**config.mk**
```make
export PLATFORM = sky130hd
export DESIGN_NAME = ks_note_sequencer
export DESIGN_NICKNAME = d
export VERILOG_FILES = /design/src/rtl/ks_seq_pkg.sv /design/src/rtl/ks_seq_tick_gen.sv /design/src/rtl/ks_note_sequencer.sv
export SDC_FILE = /design/constraint.sdc
export NUM_CORES = 1
export LEC_CHECK = 0
export BUFFER_PORTS_ARGS = -buffer_cell sky130_fd_sc_hd__buf_4
export CORE_MARGIN = 2
export CORE_UTILIZATION = 60
export DETAILED_ROUTE_END_ITERATION = 8
export PLACE_DENSITY = 0.81
export SLEW_MARGIN = 40
export SYNTH_ARGS = -nofsm -noshare
export SYNTH_HDL_FRONTEND = slang
export SYNTH_SLANG_ARGS = --single-unit
```
**constraint.sdc**
```tcl
create_clock -name clk_i -period 7.2 [get_ports clk_i]
set_input_delay 0.36 -clock clk_i [delete_from_list [all_inputs] [get_ports clk_i]]
set_output_delay 0.36 -clock clk_i [all_outputs]
set_load 0.02 [all_outputs]
```
**src/rtl/ks_seq_pkg.sv**
```systemverilog
// Shared constants for the Karplus-Strong note sequencer.
// Holds the FSM state encodings, the default step-entry field widths and the
// rest-period and minimum-duration constants used by ks_note_sequencer.
package ks_seq_pkg;

    // FSM state encodings; kept as plain constants for older tools.
    localparam logic [1:0] ST_IDLE  = 2'd0;
    localparam logic [1:0] ST_LOAD  = 2'd1;
    localparam logic [1:0] ST_PLUCK = 2'd2;
    localparam logic [1:0] ST_HOLD  = 2'd3;

    // Default step-entry geometry: field width (period/duration/dyn/tempo)
    // and table depth.
    localparam int SEQ_DATA_W = 8;
    localparam int SEQ_STEPS  = 8;

    // A period of zero marks a rest step (no pluck, period_o untouched).
    localparam int REST_PERIOD = 0;
    // A stored duration of zero still plays for one tick.
    localparam int MIN_DUR = 1;

endpackage

```
**src/rtl/ks_seq_tick_gen.sv**
```systemverilog
// Tempo prescaler: one-cycle tick every tempo_i+1 clocks while active_i is high.
// Latency: tick_o is combinational from the internal counter, first tick after tempo_i+1 active cycles.
// Backpressure: none; clear_i restarts the count, an inactive cycle freezes it.
//
// Ports: clk_i/rst_i (clock, async active-high reset), clear_i (restart count),
// active_i (count enable), tempo_i (tick period minus one), tick_o (tick strobe).
module ks_seq_tick_gen #(
    parameter int DATA_WIDTH = 8
) (
    input  logic                  clk_i,
    input  logic                  rst_i,
    input  logic                  clear_i,
    input  logic                  active_i,
    input  logic [DATA_WIDTH-1:0] tempo_i,
    output logic                  tick_o
);

    logic [DATA_WIDTH-1:0] cnt;

    assign tick_o = active_i && (cnt == tempo_i);

    always_ff @(posedge clk_i or posedge rst_i) begin
        if (rst_i) begin
            cnt <= '0;
        end else if (clear_i) begin
            cnt <= '0;
        end else if (active_i) begin
            cnt <= tick_o ? '0 : cnt + 1'b1;
        end
    end

endmodule

```
**src/rtl/ks_note_sequencer.sv**
```systemverilog
// Autonomous step sequencer feeding period/pluck (and optional dynamics) to ks_string.
// Latency: per step 1 (LOAD) + PLUCK_CYCLES + max(dur,1)*(tempo+1) clocks; all outputs registered.
// Backpressure: none; enable_i low aborts to IDLE on the next edge, table writes accepted every cycle.
//
// Ports: clk_i/rst_i (KS sample clock, async active-high reset); enable_i, loop_en_i,
// last_step_i, tempo_i (control); wr_en_i/wr_addr_i/wr_period_i/wr_dur_i/wr_dyn_i
// (table write); period_o, pluck_o, dynamics_o (to ks_string); step_o, busy_o, done_o (status).
// Optional feature macro: KS_SEQ_DYNAMICS_EN adds a per-step dynamics field.
module ks_note_sequencer
    import ks_seq_pkg::*;
#(
    parameter int NUM_STEPS    = SEQ_STEPS,
    parameter int DATA_WIDTH   = SEQ_DATA_W,
    parameter int PLUCK_CYCLES = 4
) (
    input  logic                         clk_i,
    input  logic                         rst_i,
    input  logic                         enable_i,
    input  logic                         loop_en_i,
    input  logic [$clog2(NUM_STEPS)-1:0] last_step_i,
    input  logic [DATA_WIDTH-1:0]        tempo_i,
    input  logic                         wr_en_i,
    input  logic [$clog2(NUM_STEPS)-1:0] wr_addr_i,
    input  logic [DATA_WIDTH-1:0]        wr_period_i,
    input  logic [DATA_WIDTH-1:0]        wr_dur_i,
    input  logic [DATA_WIDTH-1:0]        wr_dyn_i,
    output logic [DATA_WIDTH-1:0]        period_o,
    output logic                         pluck_o,
    output logic [DATA_WIDTH-1:0]        dynamics_o,
    output logic [$clog2(NUM_STEPS)-1:0] step_o,
    output logic                         busy_o,
    output logic                         done_o
);

    localparam int CYC_W = $clog2(PLUCK_CYCLES + 1);

    logic [1:0]            state;
    logic [DATA_WIDTH-1:0] tbl_period [NUM_STEPS];
    logic [DATA_WIDTH-1:0] tbl_dur    [NUM_STEPS];

    logic [DATA_WIDTH-1:0] cur_dur;   // effective duration of the playing step
    logic [DATA_WIDTH-1:0] tempo_q;   // tempo frozen for the playing step
    logic [DATA_WIDTH-1:0] tick_cnt;
    logic [CYC_W-1:0]      cyc_cnt;
    logic                  tick;

    logic [DATA_WIDTH-1:0] rd_period;
    logic [DATA_WIDTH-1:0] rd_dur;
    logic                  rd_rest;
    logic                  step_last;
    logic                  hold_end;

    assign rd_period = tbl_period[step_o];
    assign rd_dur    = tbl_dur[step_o];
    assign rd_rest   = (rd_period == DATA_WIDTH'(REST_PERIOD));
    // >= so that lowering last_step_i below the playing step ends the run here.
    assign step_last = (step_o >= last_step_i);
    assign hold_end  = tick && (tick_cnt == cur_dur - DATA_WIDTH'(MIN_DUR));

    ks_seq_tick_gen #(
        .DATA_WIDTH (DATA_WIDTH)
    ) u_tick_gen (
        .clk_i    (clk_i),
        .rst_i    (rst_i),
        .clear_i  (state == ST_LOAD),
        .active_i (state == ST_HOLD),
        .tempo_i  (tempo_q),
        .tick_o   (tick)
    );

    always_ff @(posedge clk_i or posedge rst_i) begin
        if (rst_i) begin
            state    <= ST_IDLE;
            step_o   <= '0;
            period_o <= '0;
            pluck_o  <= 1'b0;
            busy_o   <= 1'b0;
            done_o   <= 1'b0;
            cur_dur  <= DATA_WIDTH'(MIN_DUR);
            tempo_q  <= '0;
            tick_cnt <= '0;
            cyc_cnt  <= '0;
            for (int i = 0; i < NUM_STEPS; i++) begin
                tbl_period[i] <= '0;
                tbl_dur[i]    <= '0;
            end
        end else begin
            done_o <= 1'b0;

            // Writes land at this edge; a LOAD at the same edge still sees the old entry.
            if (wr_en_i) begin
                tbl_period[wr_addr_i] <= wr_period_i;
                tbl_dur[wr_addr_i]    <= wr_dur_i;
            end

            if (!enable_i) begin
                state   <= ST_IDLE;
                busy_o  <= 1'b0;
                pluck_o <= 1'b0;
            end else begin
                case (state)
                    ST_IDLE: begin
                        state  <= ST_LOAD;
                        busy_o <= 1'b1;
                        step_o <= '0;
                    end
                    ST_LOAD: begin
                        // Rest steps keep the previous period so the string is not disturbed.
                        if (!rd_rest) begin
                            period_o <= rd_period;
                            pluck_o  <= 1'b1;
                        end
                        cur_dur  <= (rd_dur == '0) ? DATA_WIDTH'(MIN_DUR) : rd_dur;
                        tempo_q  <= tempo_i;
                        cyc_cnt  <= '0;
                        tick_cnt <= '0;
                        state    <= ST_PLUCK;
                    end
                    ST_PLUCK: begin
                        if (cyc_cnt == CYC_W'(PLUCK_CYCLES - 1)) begin
                            pluck_o <= 1'b0;
                            state   <= ST_HOLD;
                        end else begin
                            cyc_cnt <= cyc_cnt + 1'b1;
                        end
                    end
                    ST_HOLD: begin
                        if (hold_end) begin
                            if (!step_last) begin
                                step_o <= step_o + 1'b1;
                                state  <= ST_LOAD;
                            end else if (loop_en_i) begin
                                step_o <= '0;
                                state  <= ST_LOAD;
                            end else begin
                                state  <= ST_IDLE;
                                busy_o <= 1'b0;
                                done_o <= 1'b1;
                            end
                        end else if (tick) begin
                            tick_cnt <= tick_cnt + 1'b1;
                        end
                    end
                    default: state <= ST_IDLE;
                endcase
            end
        end
    end

`ifdef KS_SEQ_DYNAMICS_EN
    logic [DATA_WIDTH-1:0] tbl_dyn [NUM_STEPS];

    always_ff @(posedge clk_i or posedge rst_i) begin
        if (rst_i) begin
            dynamics_o <= '0;
            for (int i = 0; i < NUM_STEPS; i++) begin
                tbl_dyn[i] <= '0;
            end
        end else begin
            if (wr_en_i) begin
                tbl_dyn[wr_addr_i] <= wr_dyn_i;
            end
            if (enable_i && (state == ST_LOAD) && !rd_rest) begin
                dynamics_o <= tbl_dyn[step_o];
            end
        end
    end
`else
    assign dynamics_o = '0;

    logic unused_dyn;
    assign unused_dyn = ^wr_dyn_i;
`endif

endmodule

```
* Yosys cells after proc, flatten, opt, wreduce, memory -nomap -nowiden
Index checks and enable logic that the tools add are counted.
** Storage, ports and cells
- Bits in registers :: 179
- Output and inout bits :: 22
** Operators by class
- Add/subtract/negate cells :: 5
- Order comparisons :: 4
- Eq/ne operators :: 18
- Muxes and demuxes :: 43
- Bitwise logic cells :: 3
- Reductions and logical operators :: 17
** Operators by type and width (number)
- bitwise mux 64 bit :: 2
- two-way mux 8 bit :: 11
- binary-select mux 8 bit (select 3 bit) :: 2
- demux 8 bit (select 3 bit) :: 1
- inequality test 3 bit (second input constant) :: 6
- adder 8 x 1 -> 8 bit (second input constant) :: 2
- == test 8 bit :: 2
- logical NOT 8 bit :: 2
- case mux 8 bit (2 select lines) :: 1
- two-way mux 1 bit :: 14
- two-way mux 3 bit :: 4
- case mux 3 bit (2 select lines) :: 2
- AND reduction 4 bit :: 3
- AND reduction 3 bit :: 3
- >= comparator 4 bit (second input constant) :: 2
- inequality test 2 bit (second input constant) :: 4
- inverter 3 -> 4 bit :: 2
- case mux 2 bit (4 select lines) :: 1
- subtractor 8 x 1 -> 8 bit (second input constant) :: 1
- adder 3 x 1 -> 3 bit (second input constant) :: 2
- two-way mux 2 bit :: 3
- inequality test 3 x 1 -> 1 bit (second input constant) :: 2
- nonzero test 2 bit :: 3
- == test 2 bit (second input constant) :: 2
- 9 further kinds :: 13

* Logic depth before layout (Yosys ltp)
- Depth after elaboration :: 8
- Depth in mapped cells :: 11

* Cells and area by module
From an unflattened synthesis, not the netlist that was laid out.
** Unflattened totals
- Cell total of the unflattened synthesis :: 691
- Area, all modules :: 8923.6 um^2
** Modules (own cells, without submodules)
- ks_note_sequencer :: times used 1, cells an instance 640, area each 8415.6 um^2
- ks_seq_tick_gen :: times used 1, cells an instance 51, area each 508.0 um^2

* Least setup slack after synthesis
OpenSTA, ideal clock, no wires.
- Path type :: register -> register
- Start :: reg step_o[0]
- End :: reg step_o[2]
- Arrival time :: 2.298 ns
- Slack :: 4.776 ns
- Stages on the path, launching flop included :: 12
- Clock period less this slack :: 2.424 ns
- Cell sequence :: dfrtp_1 -> buf_4 -> buf_6 -> inv_1 -> ha_1 -> nand2b_1 -> a21o_1 -> a21oi_1 -> nor2_1 -> o21ai_0 -> a21oi_1 -> a311o_1
** Between the ends
- Cells in the longest elaborated chain, start to end :: 4
** RTL lines
- start: declaration :: line ks_note_sequencer.sv:30 : output logic [$clog2(NUM_STEPS)-1:0] step_o,
- start signal: assignment :: line ks_note_sequencer.sv:130 : step_o <= step_o + 1'b1;
- adder 3 x 1 -> 3 bit or >= comparator 3 bit (tied branches) :: line ks_note_sequencer.sv:130, ks_note_sequencer.sv:57
- two-way mux 3 bit :: line ks_note_sequencer.sv:129 : if (!step_last) begin
- two-way mux 3 bit :: line ks_note_sequencer.sv:128 : if (hold_end) begin
- case mux 3 bit (2 select lines) :: line ks_note_sequencer.sv:101 : case (state)
Parallel ways exist; a longest one is shown, timed or not. The select of a mux whose other input is x is not followed.
A chain may end at the register's enable or synchronous reset.

* Final worst setup path
- Start :: reg cur_dur[0]
- End :: reg step_o[0]
** Between the ends
- Cells in the longest elaborated chain, start to end :: 5
** RTL lines
- start: declaration :: line ks_note_sequencer.sv:41 : logic [DATA_WIDTH-1:0] cur_dur;
- start signal: assignment :: line ks_note_sequencer.sv:79 : cur_dur <= DATA_WIDTH'(MIN_DUR);
- start signal: assignment :: line ks_note_sequencer.sv:113 : cur_dur <= (rd_dur == '0) ? DATA_WIDTH'(MIN_DUR) : rd_dur;
- subtractor 8 x 1 -> 8 bit :: line ks_note_sequencer.sv:58 : assign hold_end = tick && (tick_cnt == cur_dur - DATA_WIDTH'(MIN_DUR));
- == test 8 bit :: line ks_note_sequencer.sv:58
- logical AND 1 bit :: line ks_note_sequencer.sv:58
- inequality test 2 bit (no line)
- AND reduction 4 bit (no line)
No other way between the ends.

==> metrics.csv <==
stage;metric;value;unit
critical_path;Req. time, crit path;7.52;ns
placed_design;Inst Count DP;886;
floorplan;starting utilization of the core area;61.1;%
placed_design;dpl hpwl;12200;µm
floorplan;core box area;0.0145;mm²
finish;layout cells sized above 1;39.2;%
clocking;Max Root-Sink Buffers;2;
routing;Detail Route Antenna Nets;0;
clocking;Clock Pin Slew Worst Setup and Hold Paths;0.07;ns
timing;total negative setup slack;0;ns
synthesis;largest cells by area after synthesis;dfrtp_1, mux2_2, mux4_2;
clocking;clk sinks;179;
critical_path;Setup CP Type;flip-flop to flip-flop;
global_routing;first-pass GRT wire length;30200;µm
global_routing;pin count of the biggest net entering global routing;94;
pwr;Pint;2.34;mW
routing;drt drc;0;
synthesis;Post-Synthesis Cells;675;
placed_design;Setup WS pre-CTS;4.19;ns
synthesis;count leader, synth;dfrtp_1;
pwr;Pwr Total;3.27;mW
placed_design;final RePlAce weighted congestion;0.858;
timing;final worst slack;4.19;ns
synthesis;area share of the largest cell type after synthesis;50.3;%
routing;detailed-route via count;5604;
synthesis;sequential area share after synthesis;50.6;%
floorplan;die area;0.0157;mm²
clocking;clock tree from TritonCTS;built;
pwr;Switching Fraction;28.5;%
global_routing;vias in the first global route;5948;
placed_design;number of port buffers;48;
synthesis;Synth cell types;64;
synthesis;synthesized area;0.00885;mm²
clocking;Root Buffer;clkbuf_16;
clocking;# resized after CTS;0;
routing;routed len/inst;19.7;µm
timing;count of final setup violators;0;
synthesis;EDFF count, synth;0;
clocking;Worst-Skew Late Latency;0.43;ns
finish;Finished Cell Area;0.0101;mm²
pwr;worst vdd ir;0.000195;V
pwr;Pleak;4.34;nW
finish;area grow syn2layout;14.0;%
timing;worst hold slack;0.0169;ns
pwr;Comb power frac;23.9;%
pwr;clock power share;32.2;%
clocking;Post-CTS Hold Buffers;0;
synthesis;asr flop ratio synth;100;%
timing;Max Clock Skew;0.00853;ns
timing;Final Hold Viols;0;
critical_path;CP startpoint kind;flip-flop;
synthesis;Commonest cells post-synth;dfrtp_1, mux2_2, nand2_1, mux4_2, o21ai_0;
global_routing;GRT overflow;0;
global_routing;GRT Total Usage;24.3;%
timing;Relative slew margins;44.6;%
critical_path;CP Capture Type;flip-flop;
synthesis;Seq cells post-synth;179;
clocking;setup bufs post-CTS;0;
run_status;status;complete, no violations;
floorplan;Die Ht;125;µm
global_routing;GRT met1 Usage;32.1;%
placed_design;placed cell area;0.00940;mm²
routing;DR pass1 iterations;4;
synthesis;Post-synth top flop;dfrtp_1;
worst_hold_path;worst hold-check path type;input pin to asynchronous set/reset pin;
routing;Routed WL;18100;µm
floorplan;# rows;44;
routing;initial drt markers;343;
timing;Max Freq;332;MHz
timing;minimum clock period;3.01;ns
floorplan;DIE WIDTH;125;µm
floorplan;Ports;65;
pwr;Reg power frac;43.9;%
job;max_cap viols;0;
clocking;total CTS buffers;17;
finish;Layout Cells excl Fill;918;
routing;Via density;6.10;
global_routing;GRT Max-Usage Layer;met2;
global_routing;met3 Use GR;5.52;%
critical_path;crit path max fanout;20;
timing;fin. max-slew vios;0;
timing;RSZ-0062 raised after global routing;no;
finish;final core occ;69.7;%
pwr;Sw Pwr;0.930;mW
global_routing;met2 Track Usage GR;40.2;%
timing;Worst-Margin Slew;0.830;ns
finish;ANT cells;0;
pwr;Cell Pwr Density;324;mW/mm²
clocking;H-tree levels;4;
synthesis;yosys warns;0;
finish;Final nets;778;
global_routing;initial antenna violation count;0;
critical_path;CP Data Arrival Time;3.33;ns
synthesis;Syn Area/Cell;13.1;µm²
timing;fin crit share;41.8;%
synthesis;cell taking the most area after synthesis;dfrtp_1;
-- placed cells by master (no fill, tap or decap), types with 4 or more instances in the layout --
master     instances
dfrtp_1          177
mux2_2           138
buf_4             56
nand2_1           55
mux4_2            33
o21ai_0           27
nor2_1            21
xnor2_1           19
clkbuf_16         17
ha_1              14
inv_1             13
or4_1              9
nand3_1            8
mux2_4             8
conb_1             8
a21oi_1            7
mux2i_1            7
nor2b_1            6
nor3_1             6
bufinv_16          6
nand2b_1           5
nand4_1            5
o21ai_1            5
a31oi_1            4
o22ai_1            4
o31a_1             4
inv_6              4
-- critical path: stages (launching register included) --
cell and delay, ns:
dfstp_2 0.59, inv_1 0.06, ha_1 0.28, nor2b_1 0.17, or3_1 0.34, a31oi_1 0.16
nand4_1 0.12, a21oi_2 0.64, o211ai_1 0.23, mux2_2 0.31
-- per-layer routing --
metal / routed length [µm] / part of all wire (%)
met5: 0 / 0
met4: 272 / 1.5
met3: 924 / 5.1
met2: 9210 / 51
met1: 7670 / 42
-- cell families after synthesis --
| logic type | after synthesis | synth area share, % |
|---|---|---|
| mux | 186 | 28.1 |
| flops | 179 | 50.6 |
| simple gates | 144 | 8.60 |
| compound gates | 75 | 5.43 |
| buf+inv | 55 | 3.03 |
| xor+xnor | 21 | 2.16 |
| fa+ha+maj | 14 | 1.98 |
| other cells | 1 | 0.0424 |
-- layout make-up --
cell class / instances / area [µm²]
fill: 948 / 4390
tap: 184 / 230
clock buffer: 17 / 425
inverter: 15 / 63.8
timing repair buffer: 60 / 472
sequential: 179 / 4480
clock inverter: 15 / 251
multi-input combinational: 448 / 4160
-- flip-flops by register name (all words and copies together), names as in the netlist --
register / cells
tbl_period: 64
cyc_cnt: 3
busy_o: 1
step_o: 3
u_tick_gen.cnt: 8
tempo_q: 8
done_o: 1
tbl_dur: 64
state: 2
cur_dur: 8
tick_cnt: 8
pluck_o: 1
period_o: 8
-- final timing paths --
check	startpoint	endpoint	slack, ns	cells past startpoint
min	rst_i	tbl_dur[28]	0.02	2
min reg2reg	tbl_period[32]	tbl_period[32]	0.50	1
max	cur_dur[0]	step_o[0]	4.19	9
min in group clk_i	tempo_i[1]	tempo_q[1]	0.16	2
max in group asynchronous	rst_i	step_o[0]	5.98	3
max reg2reg	cur_dur[0]	step_o[0]	4.19	9
-- power groups by stage --
| stage | Clock (mW) | Sequential, mW | Combinational (mW) |
|---|---|---|---|
| 5_1_grt | 1.11 | 1.46 | 0.859 |
| 3_5_place_dp | 0 | 1.45 | 0.779 |
| 4_1_cts | 1.07 | 1.43 | 0.786 |
| 3_3_place_gp | 0 | 1.42 | 0.734 |
| 2_1_floorplan | 0 | 1.42 | 0.576 |
| 6_report | 1.05 | 1.43 | 0.781 |
(Power assumes the default switching activity.)
